--- src/rtl/fetch_pkg.sv ---
// Shared definitions for the instruction fetch/loader block.
//   ADDR_W_DEF / INSTR_W_DEF : default PC and instruction widths
//   S_IDLE / S_LOAD / S_RUN  : FSM state encoding
//   INSTR_NOP                : value presented on instr when nothing is live
package fetch_pkg;

  localparam int ADDR_W_DEF  = 4;
  localparam int INSTR_W_DEF = 4;

  localparam logic [1:0] S_IDLE = 2'd0;
  localparam logic [1:0] S_LOAD = 2'd1;
  localparam logic [1:0] S_RUN  = 2'd2;

  localparam int INSTR_NOP = 0;

endpackage

--- src/rtl/fetch_store.sv ---
// Writable instruction store: 2**ADDR_W x INSTR_W array.
//   clk   : write clock (rising edge)
//   we    : write enable
//   waddr : write address
//   wdata : write data
//   raddr : read address (asynchronous read)
//   rdata : read data
// Contents are deliberately not reset; the loader only ever treats
// addresses below the loaded program length as live.
module fetch_store
  import fetch_pkg::*;
#(
  parameter int ADDR_W  = ADDR_W_DEF,
  parameter int INSTR_W = INSTR_W_DEF
) (
  input  logic               clk,
  input  logic               we,
  input  logic [ADDR_W-1:0]  waddr,
  input  logic [INSTR_W-1:0] wdata,
  input  logic [ADDR_W-1:0]  raddr,
  output logic [INSTR_W-1:0] rdata
);

  localparam int DEPTH = 1 << ADDR_W;

  logic [INSTR_W-1:0] mem [DEPTH];

  always_ff @(posedge clk) begin
    if (we) mem[waddr] <= wdata;
  end

  assign rdata = mem[raddr];

endmodule

--- src/rtl/instr_fetch_loader.sv ---
// Upstream fetch stage: loads a program over a valid/ready port into the
// instruction store, then sequences the PC and presents one instruction
// per cycle to the core.
//   clk, reset      : rising-edge clock, async active-low reset
//   load_valid/ready: load handshake; load_data is the word, load_last ends it
//   start           : run the loaded program from address 0
//   stall           : hold PC and the presented instruction
//   abort           : leave RUN immediately without signalling completion
//   instr/instr_valid/pc : instruction presented to the core (0 when not valid)
//   prog_len        : words in the loaded program (0..2**ADDR_W)
//   busy            : FSM not idle
//   done            : sticky, last run reached its final instruction
//   load_err        : sticky, store filled without load_last
module instr_fetch_loader
  import fetch_pkg::*;
#(
  parameter int ADDR_W  = ADDR_W_DEF,
  parameter int INSTR_W = INSTR_W_DEF
) (
  input  logic               clk,
  input  logic               reset,
  input  logic               load_valid,
  output logic               load_ready,
  input  logic [INSTR_W-1:0] load_data,
  input  logic               load_last,
  input  logic               start,
  input  logic               stall,
  input  logic               abort,
  output logic [INSTR_W-1:0] instr,
  output logic               instr_valid,
  output logic [ADDR_W-1:0]  pc,
  output logic [ADDR_W:0]    prog_len,
  output logic               busy,
  output logic               done,
  output logic               load_err
);

  localparam int DEPTH = 1 << ADDR_W;

  logic [1:0]         state_q, state_d;
  logic [ADDR_W-1:0]  wr_ptr_q, wr_ptr_d;
  logic [ADDR_W-1:0]  pc_q, pc_d;
  logic [ADDR_W:0]    prog_len_q, prog_len_d;
  logic               done_q, done_d;
  logic               load_err_q, load_err_d;

  logic               we;
  logic [ADDR_W-1:0]  waddr;
  logic [INSTR_W-1:0] rdata;
  logic               load_hs;
  logic               at_last_pc;

  fetch_store #(.ADDR_W(ADDR_W), .INSTR_W(INSTR_W)) u_store (
    .clk   (clk),
    .we    (we),
    .waddr (waddr),
    .wdata (load_data),
    .raddr (pc_q),
    .rdata (rdata)
  );

  // Loading is accepted in both IDLE and LOAD; only a run blocks it.
  assign load_ready = (state_q != S_RUN);
  assign load_hs    = load_valid & load_ready;

  // prog_len is never 0 in RUN, so the subtraction cannot underflow there.
  assign at_last_pc = ({1'b0, pc_q} == (prog_len_q - (ADDR_W+1)'(1)));

  always_comb begin
    state_d    = state_q;
    wr_ptr_d   = wr_ptr_q;
    pc_d       = pc_q;
    prog_len_d = prog_len_q;
    done_d     = done_q;
    load_err_d = load_err_q;
    we         = 1'b0;
    waddr      = wr_ptr_q;

    case (state_q)
      S_IDLE: begin
        // A load beats a simultaneous start; the start is simply dropped.
        if (load_hs) begin
          we         = 1'b1;
          waddr      = '0;
          done_d     = 1'b0;
          load_err_d = 1'b0;
          wr_ptr_d   = ADDR_W'(1);
          if (load_last) prog_len_d = (ADDR_W+1)'(1);
          else           state_d    = S_LOAD;
        end else if (start && (prog_len_q != '0)) begin
          state_d = S_RUN;
          pc_d    = '0;
          done_d  = 1'b0;
        end
      end

      S_LOAD: begin
        if (load_hs) begin
          we       = 1'b1;
          wr_ptr_d = wr_ptr_q + ADDR_W'(1);
          if (load_last) begin
            prog_len_d = {1'b0, wr_ptr_q} + (ADDR_W+1)'(1);
            state_d    = S_IDLE;
          end else if (&wr_ptr_q) begin
            // Store full and the producer never marked the end.
            prog_len_d = (ADDR_W+1)'(DEPTH);
            load_err_d = 1'b1;
            state_d    = S_IDLE;
          end
        end
      end

      S_RUN: begin
        if (abort) begin
          state_d = S_IDLE;
          pc_d    = '0;
          done_d  = 1'b0;
        end else if (!stall) begin
          if (at_last_pc) begin
            state_d = S_IDLE;
            pc_d    = '0;
            done_d  = 1'b1;
          end else begin
            pc_d = pc_q + ADDR_W'(1);
          end
        end
      end

      default: state_d = S_IDLE;
    endcase
  end

  always_ff @(posedge clk or negedge reset) begin
    if (!reset) begin
      state_q    <= S_IDLE;
      wr_ptr_q   <= '0;
      pc_q       <= '0;
      prog_len_q <= '0;
      done_q     <= 1'b0;
      load_err_q <= 1'b0;
    end else begin
      state_q    <= state_d;
      wr_ptr_q   <= wr_ptr_d;
      pc_q       <= pc_d;
      prog_len_q <= prog_len_d;
      done_q     <= done_d;
      load_err_q <= load_err_d;
    end
  end

  assign instr_valid = (state_q == S_RUN);
  assign instr       = instr_valid ? rdata : INSTR_W'(INSTR_NOP);
  assign pc          = pc_q;
  assign prog_len    = prog_len_q;
  assign busy        = (state_q != S_IDLE);
  assign done        = done_q;
  assign load_err    = load_err_q;

endmodule

--- config.mk ---
export PLATFORM = sky130hd
export DESIGN_NAME = instr_fetch_loader
export DESIGN_NICKNAME = d
export VERILOG_FILES = /design/src/rtl/fetch_pkg.sv /design/src/rtl/fetch_store.sv /design/src/rtl/instr_fetch_loader.sv
export SDC_FILE = /design/constraint.sdc
export NUM_CORES = 1
export LEC_CHECK = 0
export ABC_CLOCK_PERIOD_IN_PS = 4400
export CAP_MARGIN = 20
export CORE_UTILIZATION = 57
export DETAILED_ROUTE_END_ITERATION = 10
export GPL_TIMING_DRIVEN = 1
export PLACE_DENSITY_LB_ADDON = 0.08
export SKIP_CTS_REPAIR_TIMING = 1
export SLEW_MARGIN = 20
export SYNTH_ARGS = -nofsm -noshare
export SYNTH_HDL_FRONTEND = slang
export SYNTH_SLANG_ARGS = --single-unit
--- constraint.sdc ---
create_clock -name clk -period 4.4 [get_ports clk]
set_clock_uncertainty 0.05 [all_clocks]
set_input_delay 0.66 -clock clk [delete_from_list [all_inputs] [get_ports clk]]
set_output_delay 0.66 -clock clk [all_outputs]
set_load 0.01 [all_outputs]
==> results of run 1 <==
where the power goes:
group | switching [mW] | internal (mW) | total, mW
clock | 0.255 | 0.313 | 0.568
sequential | 0.0765 | 0.891 | 0.968
combinational | 0.196 | 0.200 | 0.396
total | 0.527 | 1.40 | 1.93
worst max-delay path, cell delays in order, from the launching register on:
cell and delay [ns]:
dfrtp_1 0.92, mux4_2 0.44, mux4_2 0.46, and2_1 0.16, clkdlybuf4s50_1 0.47
state kept, by name (all words and copies together), names as in the netlist:
name and flops:
state_q 2, done 1, prog_len 5, pc 4, u_store.mem 64, wr_ptr_q 4
load_err 1
per-stage QoR:
stage               worst slack, ns   util  hold WS (ns)  cells
finish                        0.896  0.686         0.479    335
global route                  0.786  0.686         0.534    335
CTS                           0.864  0.686         0.480    335
detailed placement             1.24  0.651         0.461    320
global placement               1.26  0.651         0.446    320
floorplan                      1.72      -         0.314    227
Yosys cell counts:
library cell,count
or4b_4,1
o21a_1,1
mux4_2,20
o311ai_2,2
buf_4,2
xnor3_1,1
buf_1,2
dfrtp_1,17
o31ai_1,1
o21ai_0,12
buf_6,1
nor3_1,6
clkbuf_1,4
a21oi_1,4
and2_1,5
a21boi_1,1
a32o_1,2
nand2_1,16
nor2b_1,1
buf_2,2
ha_1,3
nand2b_1,6
inv_1,6
mux2_2,1
a211oi_1,2
a311oi_4,1
nor2_1,21
and4_4,1
nand3b_1,2
nand3_1,10
xnor2_1,2
xor2_1,4
nand2b_2,1
or2_2,1
nand4b_1,1
edfxtp_1,64
cells by family (layout without fill, tap and decap cells):
logic type	count (synthesis)	in the layout
flops	81	81
simple gates	72	72
compound gates	26	26
mux	21	21
buf+inv	17	50
xor+xnor	7	7
fa+ha+maj	3	3
how the worst max path moves through the flow:
| stage | startpoint | endpoint | slack, ns |
|---|---|---|---|
| final | pc[1]$_DFFE_PN0P_ | instr[2] | 0.90 |
| after global routing | pc[1]$_DFFE_PN0P_ | instr[2] | 0.79 |
| after CTS | pc[1]$_DFFE_PN0P_ | instr[2] | 0.86 |
| after detailed placement | pc[1]$_DFFE_PN0P_ | instr[2] | 1.24 |
| after global placement | pc[1]$_DFFE_PN0P_ | instr[3] | 1.26 |
| after floorplan | pc[0]$_DFFE_PN0P_ | instr[0] | 1.72 |
final cells by class:
type                       count  area (um2)
clock buffer                   9         124
clock inverter                 6        83.8
fill                         375        1870
inverter                       6        22.5
multi-input combinational    129        1130
sequential                    81        2350
tap                           75        93.8
timing repair buffer          29         288
metal layers:
layer | routed length, um | part of all wire
met1 | 2980 | 0.46
met2 | 3030 | 0.46
met3 | 369 | 0.056
met4 | 164 | 0.025
met5 | 0 | 0
==> flow_metrics.py, run 1 <==
metrics = {
    "power": {
        "irDropWorstVdd_uv": 312,
        "power_mw": 1.93,
        "p_leak_nw": 1.37,
        "p_per_area_nw_per_um2": 473,
    },
    "synthesis": {
        "ys_warn_count": 0,
        "synthesis.nets": 241,
        "yosys.area.top_type": "edfxtp_1",
        "synth.mux.area_fraction": 0.130,
        "synth_seq_cells": 81,
        "synth_cell_types": 36,
        "synth-simple-area-share": 0.101,
        "synth_top_cell_area_share": 0.540,
        "avgSynthCellArea_um2": 15.7,
        "synth.top_cells.by_area": "edfxtp_1 54%, mux4_2 13%, dfrtp_1 12%",
        "synth_top_family_by_area": "multiplexers",
        "syn_inst": 227,
        "synth_area_um2": 3560,
        "synthXorXnorAreaFrac": 0.0211,
        "synth_seq_area_share": 0.660,
        "synth_compound_area_frac": 0.0552,
        "synthAdderAreaFrac": 0.0106,
    },
    "detailed_routing": {
        "ant_nets": 0,
        "finalWirelength_um": 6540,
        "drc": 0,
        "drtIter0Drc": 199,
        "wl_per_cell_um": 19.5,
        "vias": 2032,
        "via_per_inst": 6.07,
        "firstDrtPassIters": 4,
    },
    "min_path": {
        "hp-class": "reg -> reg",
        "min-delay-start": "done$_DFFE_PN0P_",
        "min_to": "done$_DFFE_PN0P_",
        "hold-path-cell-count": 1,
    },
    "grt": {
        "top_usage_layer": "met1",
        "grt_use_met3": 0.0404,
        "grt_antenna_before_repair": 0,
        "grt_overflow": 0,
        "gr-usage-met2": 0.326,
        "grt_pass1_vias": 1913,
        "globalRouteTotalUtil": 0.227,
        "grt_pass1_wl_um": 10200,
        "grt_max_degree": 23,
        "use_met1": 0.335,
    },
    "critical_path": {
        "cp.arrival_ns": 2.79,
        "crit_required_ns": 3.69,
        "timing.rr.end": "u_store.mem[8][1]$_DFFE_PP_",
        "end_kind": "output port",
        "path_max_fanout": 21,
        "reg2reg_slack_ns": 1.89,
        "setup.worst_path.class": "reg -> out",
        "rr_worst_depth": 5,
        "r2r_start": "state_q[0]$_DFFE_PN0P_",
        "start_kind": "register",
    },
    "floorplan": {
        "initial_utilization": 0.597,
        "row_count": 28,
        "die_x_um": 81.0,
        "ios": 29,
        "coreArea_um2": 5960,
        "die_area_um2": 6560,
        "fp.dieH_um": 81.0,
    },
    "finish": {
        "layout_common_cells": "64 x edfxtp_1, 28 x clkdlybuf4s50_1, 21 x nor2_1",
        "final_common_cell": "edfxtp_1",
        "design_area_um2": 4090,
        "drive_above_1_share": 0.162,
        "num_antenna_cells": 0,
        "nNetsFinal": 270,
        "area_growth_pct": 14.9,
    },
    "timing": {
        "tns_ns": 0,
        "fmax_mhz": 285,
        "max_slew.worst_pin.slew_ns": 0.927,
        "fin_crit_ns": 3.50,
        "slew_headroom": 0.377,
        "rsz0062_at_grt": "no",
        "hold_viol_final": 0,
        "period_share": 0.796,
        "slew_viol_final": 0,
        "finalSetupViolations": 0,
    },
    "clocking": {
        "cts_tree": "built",
        "cts.sinks": 81,
        "root_buffer": "clkbuf_8",
        "htreeDepth": 3,
        "cts_buffers": 9,
        "ctsLongestPathBuffers": 2,
        "clock_insertion_delay_worst_skew_ns": 0.34,
        "clk_pin_slew_ns": 0.07,
    },
    "place": {
        "port_buffers": 28,
        "place_area_um2": 3880,
        "gp_congestion": 0.853,
        "hpwl_um": 4470,
    },
    "status": {
        "outcome": "completed",
    },
    "flow_run": {
        "maxCapViolations": 0,
    },
}
No activity file was read; power rests on OpenSTA's default activity.
==> run 2: changes to the inputs <==
- ABC_CLOCK_PERIOD_IN_PS: 4400 -> 3400
- clock period: 4.4 -> 3.4 ns (I/O delays scaled with it)
==> flow_metrics.py, run 2 (synthesized netlist as in run 1, its figures left out) <==
metrics = {
    "timing": {
        "fin_crit_ns": 3.15,
        "layout_setup_ws_ns": 0.255,
        "finalSetupViolations": 0,
        "slew_headroom": 0.465,
        "max_slew.worst_pin.slew_ns": 0.799,
        "rsz0062_at_grt": "no",
        "period_share": 0.925,
        "hold_viol_final": 0,
        "slew_viol_final": 0,
        "fmax_mhz": 318,
        "tns_ns": 0,
    },
    "grt": {
        "grt_pass1_wl_um": 10900,
        "grt_pass1_vias": 1873,
        "grt_antenna_before_repair": 0,
        "grt_max_degree": 23,
        "grt_overflow": 0,
        "globalRouteTotalUtil": 0.242,
    },
    "clocking": {
        "ctsLongestPathBuffers": 2,
        "cts_tree": "built",
        "clock_insertion_delay_worst_skew_ns": 0.34,
        "htreeDepth": 3,
        "clk_pin_slew_ns": 0.08,
        "cts_buffers": 9,
        "cts.sinks": 81,
        "root_buffer": "clkbuf_8",
    },
    "finish": {
        "top_register": "u_store.mem",
        "regArea_um2": 2350,
        "drive_above_1_share": 0.182,
        "final_common_cell": "edfxtp_1",
        "area_growth_pct": 16.5,
        "num_antenna_cells": 0,
        "layout_common_cells": "64 x edfxtp_1, 28 x clkdlybuf4s50_1, 21 x nor2_1",
        "nNetsFinal": 273,
        "fin_util": 0.696,
        "multi_input_comb_area_um2": 1130,
        "largest_reg_flops": 64,
        "design_area_um2": 4150,
        "fillers": 436,
    },
    "critical_path": {
        "setup.worst_path.class": "reg -> out",
        "crit_path_top_delay_cell": "mux4_2",
        "end_kind": "output port",
        "startpoint": "pc[0]$_DFFE_PN0P_",
        "r2r_start": "prog_len[0]$_DFFE_PN0P_",
        "slowest_delay_ns": 0.53,
        "rr_worst_depth": 7,
        "cp.arrival_ns": 2.59,
        "reg2reg_slack_ns": 1.08,
        "path_max_fanout": 22,
        "crit_chain": "buf_12, mux4_2, mux4_2, and2_1, clkdlybuf4s50_1",
        "timing.rr.end": "pc[3]$_DFFE_PN0P_",
        "start_kind": "register",
        "crit_required_ns": 2.84,
        "cp_common_cell": "mux4_2",
    },
    "floorplan": {
        "fp.dieH_um": 81.0,
        "coreArea_um2": 5960,
        "ios": 29,
        "die_area_um2": 6560,
        "die_x_um": 81.0,
        "row_count": 28,
        "initial_utilization": 0.597,
    },
    "detailed_routing": {
        "drc": 0,
        "drtIter0Drc": 201,
        "via_per_inst": 5.92,
        "wl_per_cell_um": 20.5,
        "ant_nets": 0,
        "firstDrtPassIters": 4,
        "finalWirelength_um": 6960,
        "vias": 2007,
    },
    "place": {
        "place_ws_ns": 0.612,
        "place_area_um2": 3920,
        "hpwl_um": 4830,
        "gp_congestion": 0.864,
        "port_buffers": 28,
    },
    "power": {
        "p_per_area_nw_per_um2": 623,
        "power_mw": 2.58,
        "p_leak_nw": 1.41,
        "irDropWorstVdd_uv": 404,
    },
    "min_path": {
        "hold-path-cell-count": 1,
        "hp-class": "reg -> reg",
        "min-delay-start": "done$_DFFE_PN0P_",
        "min_to": "done$_DFFE_PN0P_",
    },
    "flow_run": {
        "maxCapViolations": 0,
    },
    "status": {
        "outcome": "completed",
    },
}
==> run 2: area by class of cell <==
type,count,area share
sequential,81,0.566
inverter,6,0.00543
clock inverter,7,0.0257
clock buffer,9,0.0299
timing repair buffer,32,0.0779
multi-input combinational,129,0.272
tap,75,0.0226
==> run 2: critical path, delay by kind of cell (launching register included) <==
family                 cells  cell delay [ns]
buffers and inverters      2             0.69
flip-flops                 1             0.38
multiplexers               2             0.99
AND/OR/NAND/NOR            1             0.17
==> run 2: worst max path at each step <==
stage | endpoint | depth (start not counted)
finish | instr[0] | 5
global route | instr[0] | 5
CTS | instr[0] | 5
detailed placement | instr[0] | 5
global placement | instr[3] | 5
floorplan | instr[0] | 5
==> run 2: metrics by stage <==
stage	cells	hold slack, ns
5_1_grt	339	0.492
4_1_cts	339	0.488
2_1_floorplan	227	0.164
3_3_place_gp	323	0.452
6_report	339	0.483
3_5_place_dp	323	0.476
==> run 2: layer usage <==
metal,track usage,part of all wire,vias up,wire (um)
met2,0.322,0.46,75,3200
met1,0.378,0.46,989,3200
met5,0,0,-,0
li1,-,-,939,-
met3,0.0640,0.073,4,510
met4,0.0946,0.0079,0,55
==> run 2: power breakdown <==
part	leakage [nW]	switching [mW]	internal, mW
logic	0.490	0.254	0.264
registers	0.803	0.0990	1.15
clock network	0.117	0.381	0.429
==> run 3: changes to the inputs <==
- ABC_AREA: unset -> 1
- CORE_UTILIZATION: 57 -> 58
==> flow_metrics.py, run 3 <==
metrics = {
    "synthesis": {
        "synthesis.nets": 395,
        "synth_top_cell_area_share": 0.511,
        "synth.top_cells.by_area": "edfxtp_1 51%, dfrtp_1 11%, nor2_1 7.8%",
        "ys.flop_type": "edfxtp_1",
        "yosys.area.top_type": "edfxtp_1",
        "synth-edff-count": 64,
        "ys_warn_count": 0,
        "netlist_top_cells_count": "78 x nor2_1, 64 x edfxtp_1, 49 x nand2_1",
        "avgSynthCellArea_um2": 9.86,
        "syn_inst": 381,
        "synth_area_um2": 3760,
        "synth_cell_types": 30,
        "synth_seq_cells": 81,
        "synthMostInstantiatedCell": "nor2_1",
        "synth_seq_area_share": 0.625,
        "async_reset_ff_frac": 0.210,
    },
    "detailed_routing": {
        "ant_nets": 0,
        "wl_per_cell_um": 16.9,
        "via_per_inst": 5.72,
        "vias": 2805,
        "drtIter0Drc": 226,
        "firstDrtPassIters": 5,
        "finalWirelength_um": 8270,
        "drc": 0,
    },
    "clocking": {
        "cts_buffers": 9,
        "clk_pin_slew_ns": 0.08,
        "ctsLongestPathBuffers": 2,
        "clock_insertion_delay_worst_skew_ns": 0.34,
        "root_buffer": "clkbuf_8",
        "cts_tree": "built",
        "cts.sinks": 81,
        "htreeDepth": 3,
    },
    "flow_run": {
        "maxCapViolations": 0,
    },
    "critical_path": {
        "crit_chain": "buf_4, o21ai_0, o211ai_1, nand3_1, a21oi_1, clkdlybuf4s50_1",
        "rr_worst_depth": 7,
        "crit_path_top_delay_cell": "dfrtp_1",
        "path_max_fanout": 19,
        "end_kind": "output port",
        "cp.arrival_ns": 2.48,
        "cp_top_family": "buffers and inverters",
        "timing.rr.end": "u_store.mem[3][0]$_DFFE_PP_",
        "setup.worst_path.class": "reg -> out",
        "start_kind": "register",
        "reg2reg_slack_ns": 1.28,
        "crit_required_ns": 2.84,
        "r2r_start": "state_q[0]$_DFFE_PN0P_",
        "slowest_delay_ns": 0.61,
        "worst-path-buf-inv": 2,
    },
    "min_path": {
        "min_to": "done$_DFFE_PN0P_",
        "min-delay-start": "done$_DFFE_PN0P_",
        "hold-path-cell-count": 2,
        "hp-class": "reg -> reg",
    },
    "floorplan": {
        "ios": 29,
        "die_x_um": 82.5,
        "fp.dieH_um": 82.5,
        "coreArea_um2": 6100,
        "die_area_um2": 6800,
        "initial_utilization": 0.616,
        "row_count": 28,
    },
    "grt": {
        "grt_antenna_before_repair": 0,
        "grt_max_degree": 40,
        "grt_pass1_wl_um": 13300,
        "grt_pass1_vias": 2637,
        "grt_overflow": 0,
        "globalRouteTotalUtil": 0.275,
    },
    "power": {
        "irDropWorstVdd_uv": 378,
        "p_leak_nw": 1.62,
        "power_mw": 2.92,
        "p_per_area_nw_per_um2": 681,
    },
    "finish": {
        "design_area_um2": 4290,
        "top_register": "u_store.mem",
        "drive_above_1_share": 0.0892,
        "regArea_um2": 2350,
        "area_growth_pct": 14.1,
        "nNetsFinal": 424,
        "multi_input_comb_area_um2": 1180,
        "largest_reg_flops": 64,
        "layout_common_cells": "78 x nor2_1, 64 x edfxtp_1, 49 x nand2_1",
        "final_common_cell": "nor2_1",
        "num_antenna_cells": 0,
        "fillers": 475,
    },
    "timing": {
        "tns_ns": 0,
        "slew_viol_final": 0,
        "finalSetupViolations": 0,
        "layout_setup_ws_ns": 0.357,
        "max_slew.worst_pin.slew_ns": 0.806,
        "fin_crit_ns": 3.04,
        "period_share": 0.895,
        "rsz0062_at_grt": "no",
        "hold_viol_final": 0,
        "slew_headroom": 0.461,
        "fmax_mhz": 329,
    },
    "place": {
        "port_buffers": 28,
        "place_ws_ns": 0.738,
        "gp_congestion": 0.867,
        "place_area_um2": 4090,
        "hpwl_um": 5740,
    },
    "status": {
        "outcome": "completed",
    },
}
-- run 3: stage by stage --
step	hold slack (ns)	std cells	utilization
global placement	0.416	474	0.671
finish	0.449	490	0.703
global route	0.459	490	0.703
CTS	0.451	490	0.703
floorplan	0.164	381	-
detailed placement	0.428	474	0.671
-- run 3: worst min-delay path, delay by kind of cell (launching register included) --
kind	cells	cell delay, ns
DFF	1	0.37
and+or+nand+nor	2	0.11
-- run 3: report_power, final --
part	leakage, nW	switching [mW]	internal (mW)
Combinational	0.719	0.632	0.358
Sequential	0.804	0.0696	1.16
Clock	0.0929	0.353	0.342
-- run 3: logic make-up after synthesis --
| logic type | share of synthesized area |
|---|---|
| buffers and inverters | 0.0603 |
| AO/OA/AOI/OAI | 0.106 |
| adder cells (fa/ha/maj) | 0.00999 |
| flip-flops | 0.625 |
| AND/OR/NAND/NOR | 0.192 |
| XOR/XNOR | 0.00699 |
-- run 3: layout make-up --
cell class | instances | share of cell area
multi-input cells | 246 | 0.276
clock buffers | 10 | 0.0298
clock inverters | 6 | 0.0158
inverters | 38 | 0.0333
flip-flops and latches | 81 | 0.547
repair buffers | 34 | 0.0759
well taps | 75 | 0.0219
-- run 3: worst max-delay path by stage --
| stage | start | to | slack, ns | cells past startpoint |
|---|---|---|---|---|
| 2_1_floorplan | pc[1]$_DFFE_PN0P_ | instr[0] | 1.49 | 6 |
| 3_3_place_gp | pc[1]$_DFFE_PN0P_ | instr[2] | 0.76 | 6 |
| 3_5_place_dp | pc[1]$_DFFE_PN0P_ | instr[0] | 0.74 | 6 |
| 4_1_cts | pc[1]$_DFFE_PN0P_ | instr[0] | 0.36 | 6 |
| 5_1_grt | pc[1]$_DFFE_PN0P_ | instr[0] | 0.19 | 6 |
| 6_report | pc[1]$_DFFE_PN0P_ | instr[0] | 0.36 | 6 |
-- run 3: per-layer routing --
metal / global-route usage / share of wire / vias to the layer above
li1: - / - / 1353
met1: 0.418 / 0.46 / 1312
met2: 0.396 / 0.45 / 129
met3: 0.0571 / 0.080 / 11
met4: 0.0825 / 0.013 / 0
met5: 0 / 0 / -
